### src/rtl/mesh_stream_loader.sv
// Serial-to-mesh front end: loads a keyed stream row-major into a ROWS x COLS
// register mesh, pads short frames with the maximum key, and holds the snapshot until acked.
module mesh_stream_loader #(
  parameter  int WIDTH = 8,
  parameter  int ROWS  = 4,
  parameter  int COLS  = 4,
  localparam int N     = ROWS * COLS,
  localparam int CW    = $clog2(N + 1)
) (
  input  logic               clk,
  input  logic               reset_n,
  input  logic               in_valid,
  output logic               in_ready,
  input  logic [WIDTH-1:0]   in_data,
  input  logic               in_last,
  output logic [N*WIDTH-1:0] mesh_data,
  output logic [ROWS-1:0]    row_dir,
  output logic               mesh_valid,
  input  logic               mesh_ack,
  output logic [CW-1:0]      count
);

  typedef enum logic [1:0] {FILL, PAD, FULL} state_t;

  localparam logic [CW-1:0] LAST = CW'(N - 1);

  state_t           state, state_next;
  logic [CW-1:0]    idx, idx_next, count_next;
  logic             we;
  logic [WIDTH-1:0] wdata;
  logic [WIDTH-1:0] cells [N];

  // NOTE: every combinational output gets a default before the case so no path infers a latch.
  always_comb begin
    state_next = state;
    idx_next   = idx;
    count_next = count;
    we         = 1'b0;
    wdata      = in_data;
    case (state)
      FILL: begin
        if (in_valid) begin
          we         = 1'b1;
          idx_next   = idx + CW'(1);
          count_next = count + CW'(1);
          if (idx == LAST)  state_next = FULL;
          else if (in_last) state_next = PAD;
        end
      end
      PAD: begin
        we       = 1'b1;
        wdata    = '1;
        idx_next = idx + CW'(1);
        if (idx == LAST) state_next = FULL;
      end
      FULL: begin
        if (mesh_ack) begin
          state_next = FILL;
          idx_next   = '0;
          count_next = '0;
        end
      end
      default: state_next = FILL;
    endcase
  end

  // NOTE: sequential state uses non-blocking assignments so all registers update from pre-edge values.
  always_ff @(posedge clk or negedge reset_n) begin
    if (!reset_n) begin
      state <= FILL;
      idx   <= '0;
      count <= '0;
    end else begin
      state <= state_next;
      idx   <= idx_next;
      count <= count_next;
    end
  end

  // NOTE: the mesh is reset because its cleared contents are observable on mesh_data.
  always_ff @(posedge clk or negedge reset_n) begin
    if (!reset_n) begin
      for (int i = 0; i < N; i++) cells[i] <= '0;
    end else if (we) begin
      for (int i = 0; i < N; i++)
        if (idx == CW'(i)) cells[i] <= wdata;
    end
  end

  always_comb begin
    mesh_data = '0;
    for (int i = 0; i < N; i++) mesh_data[i*WIDTH +: WIDTH] = cells[i];
  end

  // Odd rows sort descending so the mesh reads as a snake.
  always_comb begin
    row_dir = '0;
    for (int r = 0; r < ROWS; r++) row_dir[r] = r[0];
  end

  assign in_ready   = (state == FILL);
  assign mesh_valid = (state == FULL);

endmodule

### config.mk
export PLATFORM = sky130hd
export DESIGN_NAME = mesh_stream_loader
export DESIGN_NICKNAME = d
export VERILOG_FILES = /design/src/rtl/mesh_stream_loader.sv
export SDC_FILE = /design/constraint.sdc
export NUM_CORES = 1
export LEC_CHECK = 0
export ABC_AREA = 1
export CORE_UTILIZATION = 49
export CTS_CLUSTER_DIAMETER = 40
export DETAILED_ROUTE_END_ITERATION = 8
export GPL_TIMING_DRIVEN = 0
export PLACE_DENSITY = 0.8
export SYNTH_ARGS = -nofsm -noshare
export SYNTH_HDL_FRONTEND = slang
export SYNTH_SLANG_ARGS = --single-unit
### constraint.sdc
create_clock -name clk -period 2.04 [get_ports clk]
set_input_delay 0.408 -clock clk [delete_from_list [all_inputs] [get_ports clk]]
set_output_delay 0.408 -clock clk [all_outputs]
set_load 0.01 [all_outputs]
==> out/metrics.csv <==
metric,value,unit
grt_pass1_vias,5094,
critPathKind,reg2out,
grt-ovfl-total,0,
routed_via_density,5.22,
cpLargestDelayFamily,buffers and inverters,
area_delta_synth_final,38.8,%
rows,40,
crit_path_end_kind,output pin,
finalSetupViolations,0,
slowest_delay,0.36,ns
post-route-drc-count,0,
worst_slew_pin_slew,0.600,ns
ys_ff_latch,140,
drtAntennaViolNets,0,
pin_count,152,
num_vias,5250,
worst-path-stages,3,
clk_latency,0.42,ns
slew_headroom,60.0,%
fin_crit_sh,90.4,%
core-area,12100,um^2
fmax,0.542,GHz
grt_use_total,26.8,%
ys_types,26,
dp_hpwl,11.2,mm
path_cells,buf_4 -> nor2_1 -> dlygate4sd2_1,
synthTopCellsByArea,"dfrtp_1 58%, nand2_1 15%, nand3_1 8.0%",
antenna_found_initial,0,
crit_arrival,1.44,ns
p_per_area,1830,nW/um^2
dieArea,12800,um^2
cts_max_path_buffers,2,
clkSlewWorstSetupHoldPaths,0.06,ns
cp_slowest_cell,dfrtp_1,
min_path_cells,2,
synth_area,6080,um^2
synth_top_area_share,57.7,%
syn_inst,655,
clock-sinks,140,
seq_area_frac_synth,57.7,%
final-max-slew-violation-count,0,
yosys_warnings,0,
place_area,7790,um^2
cts_root_buf,clkbuf_16,
p_leak,4.07,nW
timing.max_cap.violations,0,
worst_hold_slack,0.466,ns
grt_pass1_wl,26.1,mm
routedWlPerCell,16.2,um
grt_max_degree,79,
fin_ws,0.196,ns
crit_path_start_kind,flop,
drt_wl_total,16.3,mm
cts_setup_buffers,0,
final_util,69.9,%
syn_avg_cell_area,9.28,um^2
status,"complete, no violations",
antenna_cells,0,
synth_area_leader_cell,dfrtp_1,
rsz0062_at_grt,false,
nets,845,
die_w,113,um
min_period,1.84,ns
portBuffers,147,
drtIter0Drc,478,
die_y,113,um
post-place-ws,0.0688,ns
place_congestion,0.853,
worst_r2r_path_depth,7,
drt_first_pass_iters,5,
numCtsBuffers,17,
cp_max_fo,10,
fin_area,8430,um^2
clock_skew,0.00579,ns
drive_above_1_share,11.6,%
start_util,50.4,%
required,1.63,ns
hold_violations,0,
cts_tree,done,
tns,0,ns
hp-class,reg2reg,
crit_buf_inv,2,
peakVddDrop,0.955,mV
ctsHtreeMaxLevel,4,
-- power breakdown --
part | internal (mW) | total, mW | switching (mW)
Sequential | 4.13 | 5.06 | 0.934
Combinational | 3.31 | 7.09 | 3.78
Clock | 2.08 | 3.26 | 1.18
-- synthesized netlist by cell type --
| library cell | n |
|---|---|
| nand2_1 | 250 |
| dfrtp_1 | 140 |
| nand3_1 | 97 |
| o21ai_1 | 32 |
| inv_1 | 30 |
| nor2_1 | 16 |
| buf_2 | 15 |
| o21ai_0 | 11 |
| buf_6 | 9 |
| buf_4 | 8 |
| ha_1 | 7 |
| nand2_4 | 6 |
| nor2_4 | 6 |
| a21oi_1 | 5 |
| nand2_2 | 5 |
| nand3_4 | 4 |
| nor3_4 | 3 |
| conb_1 | 2 |
| nand2_8 | 2 |
| a21oi_4 | 1 |
| inv_4 | 1 |
| nor2_8 | 1 |
| nor3_1 | 1 |
| o21ai_4 | 1 |
| o22ai_1 | 1 |
| xor2_1 | 1 |
-- worst paths after layout --
check                                     startpoint                    endpoint  slack [ns]
max in group asynchronous                    reset_n        state[1]$_DFFE_PN0P_        0.71
min                        mesh_data[66]$_DFFE_PN0P_   mesh_data[66]$_DFFE_PN0P_        0.47
min reg2reg                mesh_data[66]$_DFFE_PN0P_   mesh_data[66]$_DFFE_PN0P_        0.47
max reg2reg                       idx[2]$_DFFE_PN0P_  mesh_data[125]$_DFFE_PN0P_        0.30
min in group asynchronous                    reset_n   mesh_data[81]$_DFFE_PN0P_        0.54
max                             state[0]$_DFFE_PN0P_                    in_ready        0.20
-- kinds of logic (layout without fill, tap and decap cells) --
group / Yosys count / count (layout) / synth area share (%)
simple gates: 391 / 391 / 30.2
xor+xnor: 1 / 1 / 0.144
compound gates: 51 / 51 / 4.59
fa+ha+maj: 7 / 7 / 1.44
flops: 140 / 140 / 57.7
buf+inv: 63 / 244 / 5.85
other cells: 2 / 4 / 0.124
-- metrics by stage --
step           instances  power (mW)
3_5_place_dp         973        12.1
3_3_place_gp         972        11.9
5_1_grt             1006        16.3
4_1_cts             1006        15.4
2_1_floorplan        657        8.45
6_report            1006        15.4
-- registers in the layout, summed over array words and instances, names as in the netlist --
| signal | flops |
|---|---|
| mesh_data | 128 |
| count | 5 |
| state | 2 |
| idx | 5 |
-- layout make-up --
class                           count  area, um^2
Timing Repair Buffer              149        1510
Clock inverter                     10         136
Tap cell                          168         210
Sequential cell                   140        3500
Buffer                             32         236
Multi-Input combinational cell    454        2220
Inverter                           31         119
Clock buffer                       22         494
Fill cell                         905        3630
-- timing repair --
action / 4_1_cts / 5_1_grt
hold endpoints to repair: 62 / 0
hold buffers: 1 / 0
gates resized for setup: 3 / 0
endpoints found under the setup margin: 2 / 0
-- layout by cell type (no fill, tap or decap), drive strengths merged --
cell,n
a21oi,6
nand2,263
clkdlybuf4s50,144
dfrtp,140
clkinvlp,3
o21ai,44
buf,34
nor2,23
dlygate4sd2,2
inv,31
clkinv,4
conb,4
nand3,101
nor3,4
dlygate4sd3,1
clkbuf,22
o22ai,1
ha,7
xor2,1
bufinv,3
-- worst reg2reg max path, delay by kind of cell, from the launching register on --
kind                     cells  cell delay (ns)
adder cells (fa/ha/maj)      1             0.30
AO/OA/AOI/OAI                1             0.09
AND/OR/NAND/NOR              4             0.51
buffers and inverters        1             0.15
flip-flops                   1             0.57
-- routing by layer --
layer	GRT usage, %	routed length (um)	vias to the layer above
met2	43.1	7830	252
met4	10.0	273	0
met1	35.1	6810	2535
met5	0	0	-
met3	7.12	1420	27
li1	-	-	2436
No activity file was read; power rests on OpenSTA's default activity.
